## config.mk

```make
export PLATFORM = sky130hd
export DESIGN_NAME = fwd_hazard_unit_flat
export DESIGN_NICKNAME = d
export VERILOG_FILES = /design/src/rtl/fwd_hazard_unit_if.sv /design/src/rtl/fwd_hazard_unit.sv /design/src/flat_wrapper.sv
export SDC_FILE = /design/constraint.sdc
export NUM_CORES = 1
export LEC_CHECK = 0
export BUFFER_PORTS_ARGS = -buffer_cell sky130_fd_sc_hd__clkbuf_2
export CAP_MARGIN = 30
export CELL_PAD_IN_SITES_DETAIL_PLACEMENT = 1
export CELL_PAD_IN_SITES_GLOBAL_PLACEMENT = 2
export CORE_MARGIN = 1.5
export CORE_UTILIZATION = 36
export CTS_CLUSTER_SIZE = 24
export DETAILED_ROUTE_END_ITERATION = 16
export PLACE_DENSITY_LB_ADDON = 0.1
export SYNTH_ARGS = -nofsm -noshare
export SYNTH_HDL_FRONTEND = slang
export SYNTH_SLANG_ARGS = --single-unit
```

## constraint.sdc

```tcl
create_clock -name clk -period 2.9 [get_ports clk]
set_clock_uncertainty 0.15 [all_clocks]
set_input_delay 0.58 -clock clk [delete_from_list [all_inputs] [get_ports clk]]
set_output_delay 0.58 -clock clk [all_outputs]
set_load 0.01 [all_outputs]
```

## src/rtl/fwd_hazard_unit_if.sv

```systemverilog
// ID-stage request bundle and EX-stage forwarding/stall response of the
// hazard unit. The pipeline (master) drives the ID fields, the hazard unit
// (slave) answers combinationally in the same cycle.
//
// Handshake: id_valid qualifies every id_* field. stall acts as a
// not-ready: while it is high the ID instruction is not accepted, and the
// master must present the same ID instruction again in the next cycle.
// hold freezes both sides; flush withdraws the ID instruction.
interface fwd_hazard_unit_if #(
    parameter int REG_AW = 4,
    parameter int SELW   = 2,
    parameter int CNT_W  = 16
);
    logic              hold;
    logic              flush;
    logic              id_valid;
    logic [REG_AW-1:0] id_rs;
    logic [REG_AW-1:0] id_rt;
    logic              id_rs_used;
    logic              id_rt_used;
    logic [REG_AW-1:0] id_rd;
    logic              id_regwrite;
    logic              id_memread;
    logic              stall;
    logic [SELW-1:0]   fwd_a;
    logic [SELW-1:0]   fwd_b;
    logic [CNT_W-1:0]  stall_cnt;

    modport master (
        output hold, flush, id_valid, id_rs, id_rt, id_rs_used, id_rt_used,
               id_rd, id_regwrite, id_memread,
        input  stall, fwd_a, fwd_b, stall_cnt
    );

    modport slave (
        input  hold, flush, id_valid, id_rs, id_rt, id_rs_used, id_rt_used,
               id_rd, id_regwrite, id_memread,
        output stall, fwd_a, fwd_b, stall_cnt
    );
endinterface

```

## src/rtl/fwd_hazard_unit.sv

```systemverilog
// Forwarding and load-use hazard unit. Keeps a shadow copy of the writers
// in flight (slot0 = EX, slot1..NUM_STAGES = later stages), derives the
// operand forwarding selects for the EX instruction, requests a stall for
// load-use hazards seen in ID, and counts stall cycles (saturating).
module fwd_hazard_unit #(
    parameter  int REG_AW     = 4,
    parameter  int NUM_STAGES = 2,
    parameter  int LOAD_STAGE = 2,
    parameter  int ZERO_REG   = 1,
    parameter  int CNT_W      = 16,
    localparam int SELW       = $clog2(NUM_STAGES + 1)
) (
    input  logic                clk,
    input  logic                rst_n,
    fwd_hazard_unit_if.slave    bus
);

    // Writer state for every slot
    logic              slotValid    [0:NUM_STAGES];
    logic [REG_AW-1:0] slotRd       [0:NUM_STAGES];
    logic              slotRegwrite [0:NUM_STAGES];
    logic              slotMemread  [0:NUM_STAGES];

    // Source operands of the EX instruction (slot0 only)
    logic [REG_AW-1:0] slot0Rs;
    logic [REG_AW-1:0] slot0Rt;
    logic              slot0RsUsed;
    logic              slot0RtUsed;

    logic              stallReq;
    logic [SELW-1:0]   fwdA;
    logic [SELW-1:0]   fwdB;
    logic [CNT_W-1:0]  stallCnt;

    // A slot produces register src; register 0 is hard-wired when ZERO_REG
    function automatic logic isWriter(input logic v, input logic rw,
                                      input logic [REG_AW-1:0] rd,
                                      input logic [REG_AW-1:0] src);
        return v && rw && (rd == src) && !((ZERO_REG != 0) && (src == '0));
    endfunction

    // Forward selects: nearest producer wins; a load that is not yet
    // forwardable yields the register file (a stall already covered it)
    always_comb begin
        logic [SELW-1:0] selA;
        logic [SELW-1:0] selB;
        logic            ldA;
        logic            ldB;
        selA = '0;
        selB = '0;
        ldA  = 1'b0;
        ldB  = 1'b0;
        for (int k = NUM_STAGES; k >= 1; k--) begin
            if (slot0RsUsed && isWriter(slotValid[k], slotRegwrite[k], slotRd[k], slot0Rs)) begin
                selA = SELW'(k);
                ldA  = slotMemread[k];
            end
            if (slot0RtUsed && isWriter(slotValid[k], slotRegwrite[k], slotRd[k], slot0Rt)) begin
                selB = SELW'(k);
                ldB  = slotMemread[k];
            end
        end
        fwdA = (ldA && (int'(selA) < LOAD_STAGE)) ? '0 : selA;
        fwdB = (ldB && (int'(selB) < LOAD_STAGE)) ? '0 : selB;
    end

    // Load-use detection: the nearest writer within the not-yet-forwardable
    // window decides; a nearer non-load masks an older load
    always_comb begin
        logic ldRs;
        logic ldRt;
        ldRs = 1'b0;
        ldRt = 1'b0;
        for (int j = NUM_STAGES; j >= 0; j--) begin
            if (j < LOAD_STAGE - 1) begin
                if (isWriter(slotValid[j], slotRegwrite[j], slotRd[j], bus.id_rs)) begin
                    ldRs = slotMemread[j];
                end
                if (isWriter(slotValid[j], slotRegwrite[j], slotRd[j], bus.id_rt)) begin
                    ldRt = slotMemread[j];
                end
            end
        end
        stallReq = bus.id_valid && !bus.flush &&
                   ((bus.id_rs_used && ldRs) || (bus.id_rt_used && ldRt));
    end

    // Shadow pipeline: shift writers down, admit ID or a bubble into slot0
    always_ff @(posedge clk or negedge rst_n) begin
        if (!rst_n) begin
            for (int k = 0; k <= NUM_STAGES; k++) begin
                slotValid[k]    <= 1'b0;
                slotRd[k]       <= '0;
                slotRegwrite[k] <= 1'b0;
                slotMemread[k]  <= 1'b0;
            end
            slot0Rs     <= '0;
            slot0Rt     <= '0;
            slot0RsUsed <= 1'b0;
            slot0RtUsed <= 1'b0;
        end else if (!bus.hold) begin
            for (int k = 1; k <= NUM_STAGES; k++) begin
                slotValid[k]    <= slotValid[k-1];
                slotRd[k]       <= slotRd[k-1];
                slotRegwrite[k] <= slotRegwrite[k-1];
                slotMemread[k]  <= slotMemread[k-1];
            end
            if (!stallReq && !bus.flush) begin
                slotValid[0]    <= bus.id_valid;
                slotRd[0]       <= bus.id_rd;
                slotRegwrite[0] <= bus.id_regwrite;
                slotMemread[0]  <= bus.id_memread;
                slot0Rs         <= bus.id_rs;
                slot0Rt         <= bus.id_rt;
                slot0RsUsed     <= bus.id_rs_used;
                slot0RtUsed     <= bus.id_rt_used;
            end else begin
                // Bubble: nothing written, nothing read
                slotValid[0]    <= 1'b0;
                slotRd[0]       <= '0;
                slotRegwrite[0] <= 1'b0;
                slotMemread[0]  <= 1'b0;
                slot0Rs         <= '0;
                slot0Rt         <= '0;
                slot0RsUsed     <= 1'b0;
                slot0RtUsed     <= 1'b0;
            end
        end
    end

    // Saturating count of stall cycles that actually took effect
    always_ff @(posedge clk or negedge rst_n) begin
        if (!rst_n) begin
            stallCnt <= '0;
        end else if (stallReq && !bus.hold && (stallCnt != '1)) begin
            stallCnt <= stallCnt + CNT_W'(1);
        end
    end

    assign bus.stall     = stallReq;
    assign bus.fwd_a     = fwdA;
    assign bus.fwd_b     = fwdB;
    assign bus.stall_cnt = stallCnt;

endmodule

```

## src/flat_wrapper.sv

```systemverilog
// flat-port wrapper written by rule: the top's interface ports become plain ports
module fwd_hazard_unit_flat 
#(
    parameter  int REG_AW     = 4,
    parameter  int NUM_STAGES = 2,
    parameter  int LOAD_STAGE = 2,
    parameter  int ZERO_REG   = 1,
    parameter  int CNT_W      = 16,
    localparam int SELW       = $clog2(NUM_STAGES + 1)
)
  (clk, rst_n, bus_hold, bus_flush, bus_id_valid, bus_id_rs, bus_id_rt, bus_id_rs_used, bus_id_rt_used, bus_id_rd, bus_id_regwrite, bus_id_memread, bus_stall, bus_fwd_a, bus_fwd_b, bus_stall_cnt);
  fwd_hazard_unit_if #(.REG_AW(REG_AW), .SELW(2), .CNT_W(CNT_W)) bus_i ();
  input  logic clk;
  input  logic rst_n;
  input wire logic [$bits(bus_i.hold)-1:0] bus_hold;
  input wire logic [$bits(bus_i.flush)-1:0] bus_flush;
  input wire logic [$bits(bus_i.id_valid)-1:0] bus_id_valid;
  input wire logic [$bits(bus_i.id_rs)-1:0] bus_id_rs;
  input wire logic [$bits(bus_i.id_rt)-1:0] bus_id_rt;
  input wire logic [$bits(bus_i.id_rs_used)-1:0] bus_id_rs_used;
  input wire logic [$bits(bus_i.id_rt_used)-1:0] bus_id_rt_used;
  input wire logic [$bits(bus_i.id_rd)-1:0] bus_id_rd;
  input wire logic [$bits(bus_i.id_regwrite)-1:0] bus_id_regwrite;
  input wire logic [$bits(bus_i.id_memread)-1:0] bus_id_memread;
  output wire logic [$bits(bus_i.stall)-1:0] bus_stall;
  output wire logic [$bits(bus_i.fwd_a)-1:0] bus_fwd_a;
  output wire logic [$bits(bus_i.fwd_b)-1:0] bus_fwd_b;
  output wire logic [$bits(bus_i.stall_cnt)-1:0] bus_stall_cnt;
  assign bus_i.hold = bus_hold;
  assign bus_i.flush = bus_flush;
  assign bus_i.id_valid = bus_id_valid;
  assign bus_i.id_rs = bus_id_rs;
  assign bus_i.id_rt = bus_id_rt;
  assign bus_i.id_rs_used = bus_id_rs_used;
  assign bus_i.id_rt_used = bus_id_rt_used;
  assign bus_i.id_rd = bus_id_rd;
  assign bus_i.id_regwrite = bus_id_regwrite;
  assign bus_i.id_memread = bus_id_memread;
  assign bus_stall = bus_i.stall;
  assign bus_fwd_a = bus_i.fwd_a;
  assign bus_fwd_b = bus_i.fwd_b;
  assign bus_stall_cnt = bus_i.stall_cnt;
  fwd_hazard_unit #(.REG_AW(REG_AW), .NUM_STAGES(NUM_STAGES), .LOAD_STAGE(LOAD_STAGE), .ZERO_REG(ZERO_REG), .CNT_W(CNT_W)) u_core (.clk(clk), .rst_n(rst_n), .bus(bus_i));
endmodule
```

==> results of run 1 <==
[per-stage QoR]
stage | worst slack [ns] | power, mW
6_report | 0.241 | 1.48
4_1_cts | 0.262 | 1.50
3_3_place_gp | 0.381 | 0.899
3_5_place_dp | 0.296 | 0.908
5_1_grt | 0.166 | 1.55
2_1_floorplan | 0.673 | 0.836
[state kept, by name (all words and copies together), names as in the netlist]
name                  count
u_core.slot0RtUsed        1
u_core.bus.stall_cnt     16
u_core.slotRegwrite       3
u_core.slot0RsUsed        1
u_core.slot0Rs            4
u_core.slot0Rt            4
u_core.slotRd            12
u_core.slotValid          3
u_core.slotMemread        2
[worst register-to-register path, stage by stage (launching register included)]
cell and delay [ns]:
dfrtp_1 0.43, ha_1 0.23, and3_1 0.21, nand3_2 0.16, or3_1 0.35, nand2_4 0.12, or4b_4 0.54, xnor2_2 0.14
[layout make-up]
type | instances | area (um^2)
multi-input cells | 139 | 1100
inverters | 1 | 3.75
clock buffers | 6 | 82.6
clock inverters | 2 | 60.1
well taps | 75 | 93.8
repair buffers | 45 | 235
flip-flops and latches | 46 | 1150
fillers | 670 | 3300
[power by group through the flow]
stage	Sequential, mW	Combinational (mW)	Clock [mW]
3_3_place_gp	0.747	0.152	0
6_report	0.737	0.156	0.586
2_1_floorplan	0.731	0.106	0
5_1_grt	0.745	0.174	0.629
4_1_cts	0.736	0.160	0.603
3_5_place_dp	0.749	0.159	0
[Yosys cell counts (all sizes together)]
library cell | n | area [um^2]
and3 | 3 | 18.8
nand2 | 9 | 43.8
nor4 | 6 | 43.8
nor3b | 1 | 7.51
mux2 | 15 | 169
or4b | 1 | 13.8
nor3 | 5 | 30.0
clkbuf | 4 | 15.0
or4 | 2 | 15.0
buf | 3 | 20.0
nor2 | 6 | 25.0
o2111ai | 1 | 8.76
a22o | 17 | 149
o31a | 2 | 17.5
dfrtp | 46 | 1150
nand4 | 10 | 62.6
or2 | 1 | 6.26
nand3 | 13 | 70.1
xor2 | 20 | 175
nor4b | 4 | 41.3
inv | 1 | 3.75
xnor2 | 18 | 165
a21oi | 1 | 5.00
o41ai | 2 | 17.5
or3 | 1 | 6.26
ha | 1 | 12.5
[how the worst min path moves through the flow]
stage / endpoint / startpoint / depth (start not counted)
2_1_floorplan: u_core.bus.stall_cnt[0]$_DFFE_PN0P_ / rst_n / 0
3_3_place_gp: u_core.bus.stall_cnt[11]$_DFFE_PN0P_ / u_core.bus.stall_cnt[11]$_DFFE_PN0P_ / 1
3_5_place_dp: u_core.slotRd[2]$_DFFE_PN0N_ / rst_n / 1
4_1_cts: u_core.slotRegwrite[0]$_DFFE_PN0N_ / rst_n / 1
5_1_grt: u_core.slotRegwrite[0]$_DFFE_PN0N_ / rst_n / 1
6_report: u_core.slotRd[2]$_DFFE_PN0N_ / rst_n / 1
[kinds of logic after synthesis]
group                      synth area share
AOI/OAI and AO/OA                    0.0862
buffers and inverters                0.0169
adders and majority gates           0.00545
and+or+nand+nor                       0.167
DFF                                   0.502
muxes                                0.0736
xor gates and xnor gates              0.148
[metal layers]
metal	part of all wire	up-vias	global-route usage	routed length (um)
met1	0.51	853	0.250	2750
met5	0	-	0	0
met2	0.45	35	0.251	2420
li1	-	802	-	-
met3	0.037	6	0.0318	203
met4	0.012	0	0.0545	65
==> reports/metrics.yaml, run 1 <==
outcome:
  outcome: "completed"
floorplanning:
  die_w_um: 82.8
  initial_core_util: 0.381
  coreArea_um2: 6030
  dieArea_um2: 6860
  row_count: 28
  fp.dieH_um: 82.8
  ios: 42
route:
  detail_route.wl_per_cell_um: 17.3
  via_per_inst: 5.40
  dr.first_iter.drc_count: 79
  num_vias: 1696
  drtAntennaViolNets: 0
  drc: 0
  first_pass_iters: 4
  wl_mm: 5.44
global_route:
  grtUsageTotal: 0.169
  grt_overflow_total: 0
  antenna_found_initial: 0
  grt_pass1_wl_mm: 9.43
  grt_pass1_vias: 1775
  grt_max_degree: 34
synthesis:
  yosysWarnings: 0
  ys_seq_area_frac: 0.502
  synth_fp_nets: 215
  syn_area_per_cell_um2: 11.9
  postSynthCellCount: 193
  netlist_area_um2: 2290
  ys_seq_elements: 46
  synth_cell_type_count: 36
placed_design:
  portBuffers: 41
  gp_congestion: 0.810
  dp.cells: 306
  placed_area_um2: 2590
  hpwlAfterDp_mm: 4.08
power_and_ir_drop:
  p_per_area_nw_per_um2: 542
  p_sw_mw: 0.348
  ir_drop_v: 0.000321
  swShare: 0.235
  p_seq_frac: 0.498
  pwr-share-comb: 0.105
  power_frac_clock: 0.396
  internal_power_mw: 1.13
  p_leak_nw: 1.28
setup_path:
  cp.depth: 4
  crit_path_top_delay_cell: "or4_1"
  r2r-start: "u_core.bus.stall_cnt[0]$_DFFE_PN0P_"
  crit_arrival_ns: 1.93
  critPathRequiredTime_ns: 2.17
  critPathCapture: "bus_fwd_b[0]"
  timing.rr.end: "u_core.bus.stall_cnt[7]$_DFFE_PN0P_"
  slowest_delay_ns: 0.57
  critPathKind: "reg -> out"
  worstPathCellList: "o41ai_1 -> or4_1 -> nor4_1 -> clkbuf_2"
  startpoint: "u_core.slot0Rt[3]$_DFFE_PN0N_"
  cp-end-kind: "output port"
  start_kind: "register"
  r2r_slack_ns: 0.46
  cp_max_fo: 4
  rr_worst_depth: 7
  critPathTopFamily: "simple AND/OR/NAND/NOR gates"
  critPathBufInv: 1
job:
  drv_cap: 0
layout:
  final_cell_mix: "46 x dfrtp_1, 41 x clkbuf_2, 20 x xor2_1"
  design_area_um2: 2730
  final_util: 0.453
  layout-drive-gt1-share: 0.318
  layout_commonest_cell: "dfrtp_1"
  num_antenna_cells: 0
  area_growth_syn_to_layout_pct: 19.0
  instances_no_fill: 314
  layout.nets: 260
timing:
  hold_violations: 0
  relSlewSlack: 0.326
  worst_pin_slew_ns: 1.01
  maxSlewViolCount: 0
  finalSetupViolCount: 0
  final.setup.tns_ns: 0
  max_clock_freq_mhz: 376
  fin_crit_ns: 2.66
  rsz0062_at_grt: "false"
  holdWs_ns: 0.0223
  period_share: 0.917
clock_tree:
  root_buffer: "clkbuf_8"
  cts_tree: "built"
  clk_pin_slew_ns: 0.08
  htree_num_levels: 2
  holdBufCountCts: 0
  clock_sinks: 46
  cts_resized: 0
  cts_buffer_depth: 2
  post-cts-setup-buffer-count: 0
  clk_latency_ns: 0.30
  cts-buffers-inserted: 5
min_path:
  holdCritPathClass: "in -> async"
Power figures use the tool's default switching activity.
==> run 2: changes to the inputs <==
--- a/config.mk
+++ b/config.mk
@@ -9,8 +9,10 @@
 export CAP_MARGIN = 30
 export CELL_PAD_IN_SITES_DETAIL_PLACEMENT = 1
 export CELL_PAD_IN_SITES_GLOBAL_PLACEMENT = 2
+export CORE_ASPECT_RATIO = 0.9
 export CORE_MARGIN = 1.5
 export CORE_UTILIZATION = 36
+export CTS_CLUSTER_DIAMETER = 100
 export CTS_CLUSTER_SIZE = 24
 export DETAILED_ROUTE_END_ITERATION = 16
 export PLACE_DENSITY_LB_ADDON = 0.1
==> reports/metrics.yaml, run 2 (synthesis gave the netlist of run 1 again) <==
power_and_ir_drop:
  p_leak_nw: 1.25  # was 1.28 nW
  internal_power_mw: 0.931  # was 1.13 mW
  p_seq_frac: 0.580  # was 0.498
  power_frac_clock: 0.294  # was 0.396
  p_per_area_nw_per_um2: 474  # was 542 nW/um^2
  ir_drop_v: 0.000164  # was 0.000321 V
  swShare: 0.267  # was 0.235
  p_sw_mw: 0.339  # was 0.348 mW
  pwr-share-comb: 0.126  # was 0.105
setup_path:
  critPathKind: "reg -> out"  # unchanged
  startpoint: "u_core.slot0Rs[2]$_DFFE_PN0N_"  # was u_core.slot0Rt[3]$_DFFE_PN0N_
  crit_arrival_ns: 1.90  # was 1.93 ns
  timing.rr.end: "u_core.bus.stall_cnt[7]$_DFFE_PN0P_"  # unchanged
  cp-end-kind: "output port"  # unchanged
  worstPathCellList: "o41ai_1 -> or4_1 -> nor4_1 -> clkbuf_2"  # unchanged
  start_kind: "register"  # unchanged
  slowest_delay_ns: 0.59  # was 0.57 ns
  crit_path_top_delay_cell: "or4_1"  # unchanged
  critPathCapture: "bus_fwd_a[0]"  # was bus_fwd_b[0]
  cp_max_fo: 4  # unchanged
  r2r-start: "u_core.bus.stall_cnt[0]$_DFFE_PN0P_"  # unchanged
  rr_worst_depth: 7  # unchanged
  r2r_slack_ns: 0.51  # was 0.46 ns
  critPathRequiredTime_ns: 2.17  # about the same
timing:
  holdWs_ns: 0.0942  # was 0.0223 ns
  final.setup.tns_ns: 0  # unchanged
  max_clock_freq_mhz: 380  # was 376 MHz
  fin_crit_ns: 2.63  # was 2.66 ns
  period_share: 0.907  # was 0.917
  finalSetupViolCount: 0  # unchanged
  fin_ws_ns: 0.271  # was 0.241 ns
  hold_violations: 0  # unchanged
  relSlewSlack: 0.637  # was 0.326
  worst_pin_slew_ns: 0.541  # was 1.01 ns
  rsz0062_at_grt: "false"  # unchanged
  maxSlewViolCount: 0  # unchanged
layout:
  layout.nets: 260  # unchanged
  largest_register_ffs: 16  # unchanged
  layout-drive-gt1-share: 0.307  # was 0.318
  area_growth_syn_to_layout_pct: 17.0  # was 19.0%
  n_fill_cell: 685  # was 670
  instances_no_fill: 325  # was 314
  multi_input_area_um2: 1100  # unchanged
  final_cell_mix: "46 x dfrtp_1, 41 x clkbuf_2, 20 x xor2_1"  # unchanged
  layout_commonest_cell: "dfrtp_1"  # unchanged
  num_antenna_cells: 0  # unchanged
  layout.area.seq_um2: 1150  # unchanged
  final_util: 0.436  # was 0.453
min_path:
  holdCritPathClass: "in -> async"  # unchanged
global_route:
  grt_max_degree: 28  # was 34
  grt_pass1_vias: 1813  # was 1,775
  grt_overflow_total: 0  # unchanged
  antenna_found_initial: 0  # unchanged
  grt_pass1_wl_mm: 9.60  # was 9.43 mm
  grtUsageTotal: 0.184  # was 0.169
clock_tree:
  htree_num_levels: 2  # unchanged
  root_buffer: "clkbuf_8"  # unchanged
  clock_sinks: 46  # unchanged
  cts-buffers-inserted: 5  # unchanged
  cts_buffer_depth: 2  # unchanged
  clk_latency_ns: 0.30  # about the same
  cts_resized: 0  # unchanged
  post-cts-setup-buffer-count: 0  # unchanged
  clk_pin_slew_ns: 0.08  # about the same
  cts_tree: "built"  # unchanged
  holdBufCountCts: 0  # unchanged
floorplanning:
  dieArea_um2: 6860  # about the same
  die_w_um: 87.1  # was 82.8 um
  initial_core_util: 0.373  # was 0.381
  coreArea_um2: 6150  # was 6030 um^2
  ios: 42  # unchanged
  fp.dieH_um: 78.7  # was 82.8 um
  row_count: 27  # was 28
route:
  drtAntennaViolNets: 0  # unchanged
  dr.first_iter.drc_count: 57  # was 79
  detail_route.wl_per_cell_um: 17.3  # about the same
  via_per_inst: 5.31  # was 5.40
  wl_mm: 5.62  # was 5.44 mm
  drc: 0  # unchanged
  num_vias: 1727  # was 1,696
  first_pass_iters: 4  # unchanged
placed_design:
  gp_congestion: 0.849  # was 0.810
  dp.cells: 317  # was 306
  hpwlAfterDp_mm: 4.30  # was 4.08 mm
  place_ws_ns: 0.202  # was 0.296 ns
  portBuffers: 41  # unchanged
outcome:
  outcome: "completed"  # unchanged
job:
  drv_cap: 0  # unchanged
run 2: area by class of cell:
class | instances | area share
Multi-Input combinational cell | 139 | 0.411
Clock buffer | 7 | 0.0285
Tap cell | 87 | 0.0406
Sequential cell | 46 | 0.429
Timing Repair Buffer | 45 | 0.0891
Inverter | 1 | 0.00140
run 2: metal layers:
metal  track usage  share of wire  routed length [um]  vias up
met3        0.0301          0.033                 186        7
met4        0.0571          0.013                  71        0
met5             0              0                   0        -
met2         0.264           0.43                2420       36
li1              -              -                   -      798
met1         0.281           0.52                2930      886
run 2: worst max-delay path: cells and delay by family, from the launching register on:
family,cells,cell delay (ns)
AO/OA/AOI/OAI,1,0.13
buffers and inverters,1,0.19
flip-flops,1,0.47
AND/OR/NAND/NOR,2,0.81
run 2: through the flow:
step | total power, mW | area (um^2)
finish | 1.27 | 2680
global route | 1.34 | 2680
CTS | 1.29 | 2670
detailed placement | 0.910 | 2590
global placement | 0.901 | 2590
floorplan | 0.836 | 2290
run 2: worst min path at each step:
| stage | slack [ns] | depth (start not counted) | from | endpoint |
|---|---|---|---|---|
| finish | 0.09 | 1 | rst_n | u_core.slotRd[2]$_DFFE_PN0N_ |
| global route | 0.13 | 1 | rst_n | u_core.slotRd[2]$_DFFE_PN0N_ |
| CTS | 0.12 | 1 | rst_n | u_core.slotRegwrite[0]$_DFFE_PN0N_ |
| detailed placement | 0.36 | 1 | u_core.bus.stall_cnt[11]$_DFFE_PN0P_ | u_core.bus.stall_cnt[11]$_DFFE_PN0P_ |
| global placement | 0.34 | 1 | u_core.slot0RtUsed$_DFFE_PN0N_ | u_core.slot0RtUsed$_DFFE_PN0N_ |
| floorplan | 0.13 | 0 | rst_n | u_core.bus.stall_cnt[0]$_DFFE_PN0P_ |
run 2: power by group through the flow:
stage          clock [mW]  combinational [mW]  sequential (mW)
5_1_grt             0.415               0.180            0.745
4_1_cts             0.389               0.160            0.737
6_report            0.373               0.160            0.737
2_1_floorplan           0               0.106            0.731
3_5_place_dp            0               0.160            0.750
3_3_place_gp            0               0.153            0.747
==> run 3: changes to the inputs <==
--- a/config.mk
+++ b/config.mk
@@ -5,13 +5,14 @@
 export SDC_FILE = /design/constraint.sdc
 export NUM_CORES = 1
 export LEC_CHECK = 0
+export ABC_AREA = 1
 export BUFFER_PORTS_ARGS = -buffer_cell sky130_fd_sc_hd__clkbuf_2
 export CAP_MARGIN = 30
 export CELL_PAD_IN_SITES_DETAIL_PLACEMENT = 1
 export CELL_PAD_IN_SITES_GLOBAL_PLACEMENT = 2
 export CORE_ASPECT_RATIO = 0.9
 export CORE_MARGIN = 1.5
-export CORE_UTILIZATION = 36
+export CORE_UTILIZATION = 33
 export CTS_CLUSTER_DIAMETER = 100
 export CTS_CLUSTER_SIZE = 24
 export DETAILED_ROUTE_END_ITERATION = 16
==> reports/metrics.yaml, run 3 <==
synthesis:
  synth_most_common_cell: "nand2_1"  # was dfrtp_1
  synth-edff-count: 0  # unchanged
  synthTopCellsByArea: "dfrtp_1 42%, nand2_1 18%, xor2_1 4.7%, inv_1 4.5%, nand4_1 4.1%"  # was dfrtp_1 50%, xor2_1 7.6%, mux2_2 6.9%, a22o_1 6.5%, xnor2_1 6.5%
  ys_seq_area_frac: 0.416  # was 0.502
  postSynth.asyncResetShare: 1.00  # unchanged
  postSynthCellCount: 362  # was 193
  synth_top_area_share: 0.416  # was 0.502
  synth-main-ff-cell: "dfrtp_1"  # unchanged
  yosysWarnings: 0  # unchanged
  ys_seq_elements: 46  # unchanged
  synth_fp_nets: 384  # was 215
  synth_cell_type_count: 33  # was 36
  netlist_area_um2: 2770  # was 2290 um^2
  synth_commonest_cells: "135 x nand2_1, 46 x dfrtp_1, 33 x inv_1, 23 x nor2_1, 18 x nand4_1"  # was 46 x dfrtp_1, 20 x xor2_1, 17 x a22o_1, 17 x xnor2_1, 14 x mux2_2
  syn_area_per_cell_um2: 7.64  # was 11.9 um^2
  yosys.area.top_type: "dfrtp_1"  # unchanged
clock_tree:
  post-cts-setup-buffer-count: 0  # unchanged
  holdBufCountCts: 0  # unchanged
  clk_latency_ns: 0.31  # was 0.30 ns
  htree_num_levels: 2  # unchanged
  cts_tree: "built"  # unchanged
  cts_resized: 0  # unchanged
  clock_sinks: 46  # unchanged
  clk_pin_slew_ns: 0.09  # was 0.08 ns
  root_buffer: "clkbuf_8"  # unchanged
  cts-buffers-inserted: 5  # unchanged
  cts_buffer_depth: 2  # unchanged
route:
  via_per_inst: 4.82  # was 5.31
  wl_mm: 7.56  # was 5.62 mm
  detail_route.wl_per_cell_um: 15.0  # was 17.3 um
  num_vias: 2432  # was 1,727
  drc: 0  # unchanged
  drtAntennaViolNets: 0  # unchanged
  first_pass_iters: 4  # unchanged
  dr.first_iter.drc_count: 83  # was 57
floorplanning:
  row_count: 31  # was 27
  fp.dieH_um: 89.9  # was 78.7 um
  ios: 42  # unchanged
  die_w_um: 99.5  # was 87.1 um
  initial_core_util: 0.341  # was 0.373
  dieArea_um2: 8940  # was 6860 um^2
  coreArea_um2: 8110  # was 6150 um^2
layout:
  layout.area.seq_um2: 1150  # unchanged
  multi_input_area_um2: 1390  # was 1100 um^2
  area_growth_syn_to_layout_pct: 15.0  # was 17.0%
  layout_commonest_cell: "nand2_1"  # was dfrtp_1
  final_cell_mix: "135 x nand2_1, 46 x dfrtp_1, 41 x clkbuf_2"  # was 46 x dfrtp_1, 41 x clkbuf_2, 20 x xor2_1
  n_fill_cell: 1021  # was 685
  num_antenna_cells: 0  # unchanged
  largest_register_ffs: 16  # unchanged
  layout-drive-gt1-share: 0.192  # was 0.307
  layout.nets: 427  # was 260
setup_path:
  critPathCapture: "bus_stall"  # was bus_fwd_a[0]
  critPathTopFamily: "flip-flops"  # was simple AND/OR/NAND/NOR gates
  r2r_slack_ns: 0.82  # was 0.51 ns
  timing.rr.end: "u_core.bus.stall_cnt[15]$_DFFE_PN0P_"  # was u_core.bus.stall_cnt[7]$_DFFE_PN0P_
  slowest_delay_ns: 0.43  # was 0.59 ns
  startpoint: "u_core.slotRd[10]$_DFFE_PN0N_"  # was u_core.slot0Rs[2]$_DFFE_PN0N_
  start_kind: "register"  # unchanged
  critPathRequiredTime_ns: 2.17  # about the same
  worstPathCellList: "inv_1 -> nand2_1 -> nand2_1 -> nand2_1 -> nor2_1 -> nand3_2 -> a21oi_4 -> clkbuf_2"  # was o41ai_1 -> or4_1 -> nor4_1 -> clkbuf_2
  timing.critical_path.mode_cell: "nand2_1"
  critPathBufInv: 2  # was 1
  critPathKind: "reg -> out"  # unchanged
  crit_path_top_delay_cell: "dfrtp_1"  # was or4_1
  cp.depth: 8  # was 4
  cp_max_fo: 5  # was 4
  rr_worst_depth: 7  # unchanged
  cp-end-kind: "output port"  # unchanged
  r2r-start: "u_core.bus.stall_cnt[0]$_DFFE_PN0P_"  # unchanged
  crit_arrival_ns: 1.63  # was 1.90 ns
global_route:
  grt_max_degree: 38  # was 28
  grt_pass1_wl_mm: 13.1  # was 9.60 mm
  grtUsageTotal: 0.187  # was 0.184
  antenna_found_initial: 0  # unchanged
  grt_pass1_vias: 2533  # was 1,813
  grt_overflow_total: 0  # unchanged
job:
  drv_cap: 0  # unchanged
min_path:
  holdCritPathClass: "in -> async"  # unchanged
timing:
  period_share: 0.815  # was 0.907
  max_clock_freq_mhz: 423  # was 380 MHz
  finalSetupViolCount: 0  # unchanged
  worst_pin_slew_ns: 0.567  # was 0.541 ns
  hold_violations: 0  # unchanged
  final.setup.tns_ns: 0  # unchanged
  rsz0062_at_grt: "false"  # unchanged
  maxSlewViolCount: 0  # unchanged
  relSlewSlack: 0.619  # was 0.637
  fin_crit_ns: 2.36  # was 2.63 ns
outcome:
  outcome: "completed"  # unchanged
placed_design:
  hpwlAfterDp_mm: 5.86  # was 4.30 mm
  gp_congestion: 0.829  # was 0.849
  portBuffers: 41  # unchanged
power_and_ir_drop:
  p_leak_nw: 1.64  # was 1.25 nW
  p_per_area_nw_per_um2: 435  # was 474 nW/um^2
  ir_drop_v: 0.000167  # was 0.000164 V
  p_total_mw: 1.38  # was 1.27 mW
[run 3: cell count changes after synthesis, sizes merged, moves of 4 or more]
| cell | before | now |
|---|---|---|
| nand2 | 9 | 139 |
| nor4 | 6 | 2 |
| inv | 1 | 35 |
| nor2 | 6 | 25 |
| xnor2 | 18 | 8 |
| nor4b | 4 | 0 |
| o21ai | 0 | 27 |
| mux2 | 15 | 0 |
| xor2 | 20 | 15 |
| a22o | 17 | 0 |
| nand4 | 10 | 20 |
[run 3: layout make-up]
type | count | share of cell area
Multi-Input combinational cell | 268 | 0.436
Sequential cell | 46 | 0.362
Timing Repair Buffer | 48 | 0.0873
Inverter | 36 | 0.0425
Tap cell | 99 | 0.0389
Clock buffer | 7 | 0.0240
Clock inverter | 1 | 0.00944
[run 3: power breakdown]
| part | switching, mW | internal, mW |
|---|---|---|
| registers | 0.0422 | 0.678 |
| clock network | 0.228 | 0.258 |
| logic | 0.107 | 0.0702 |
| total | 0.378 | 1.01 |
[run 3: metrics by stage]
step	worst slack (ns)	util	hold WS [ns]	cell area, um^2	std cells
2_1_floorplan	0.816	-	0.134	2770	362
3_5_place_dp	0.638	0.379	0.319	3070	497
3_3_place_gp	0.641	0.376	0.310	3050	496
5_1_grt	0.358	0.392	0.141	3180	505
6_report	0.537	0.392	0.102	3180	505
4_1_cts	0.515	0.392	0.115	3180	505
[run 3: cell families (layout without fill, tap and decap cells)]
family | Yosys count | in the layout | synth area share
buf+inv | 48 | 92 | 0.0828
compound gates | 34 | 34 | 0.0837
xor+xnor | 23 | 23 | 0.0728
flops | 46 | 46 | 0.416
fa+ha+maj | 1 | 1 | 0.00452
simple gates | 210 | 210 | 0.340
[run 3: per-layer routing]
| layer | global-route usage | vias up | share of wire |
|---|---|---|---|
| li1 | - | 1241 | - |
| met1 | 0.286 | 1143 | 0.56 |
| met2 | 0.265 | 39 | 0.40 |
| met3 | 0.0319 | 9 | 0.031 |
| met4 | 0.0575 | 0 | 0.014 |
| met5 | 0 | - | 0 |
[run 3: how the worst min path moves through the flow]
stage	start	endpoint	slack, ns	cells after the start
after global placement	u_core.slotRegwrite[0]$_DFFE_PN0N_	u_core.slotRegwrite[0]$_DFFE_PN0N_	0.31	2
after global routing	rst_n	u_core.bus.stall_cnt[10]$_DFFE_PN0P_	0.14	1
after detailed placement	u_core.slotValid[0]$_DFFE_PN0N_	u_core.slotValid[0]$_DFFE_PN0N_	0.32	2
after CTS	rst_n	u_core.bus.stall_cnt[10]$_DFFE_PN0P_	0.11	1
after floorplan	rst_n	u_core.bus.stall_cnt[0]$_DFFE_PN0P_	0.13	0
final	rst_n	u_core.bus.stall_cnt[10]$_DFFE_PN0P_	0.10	1
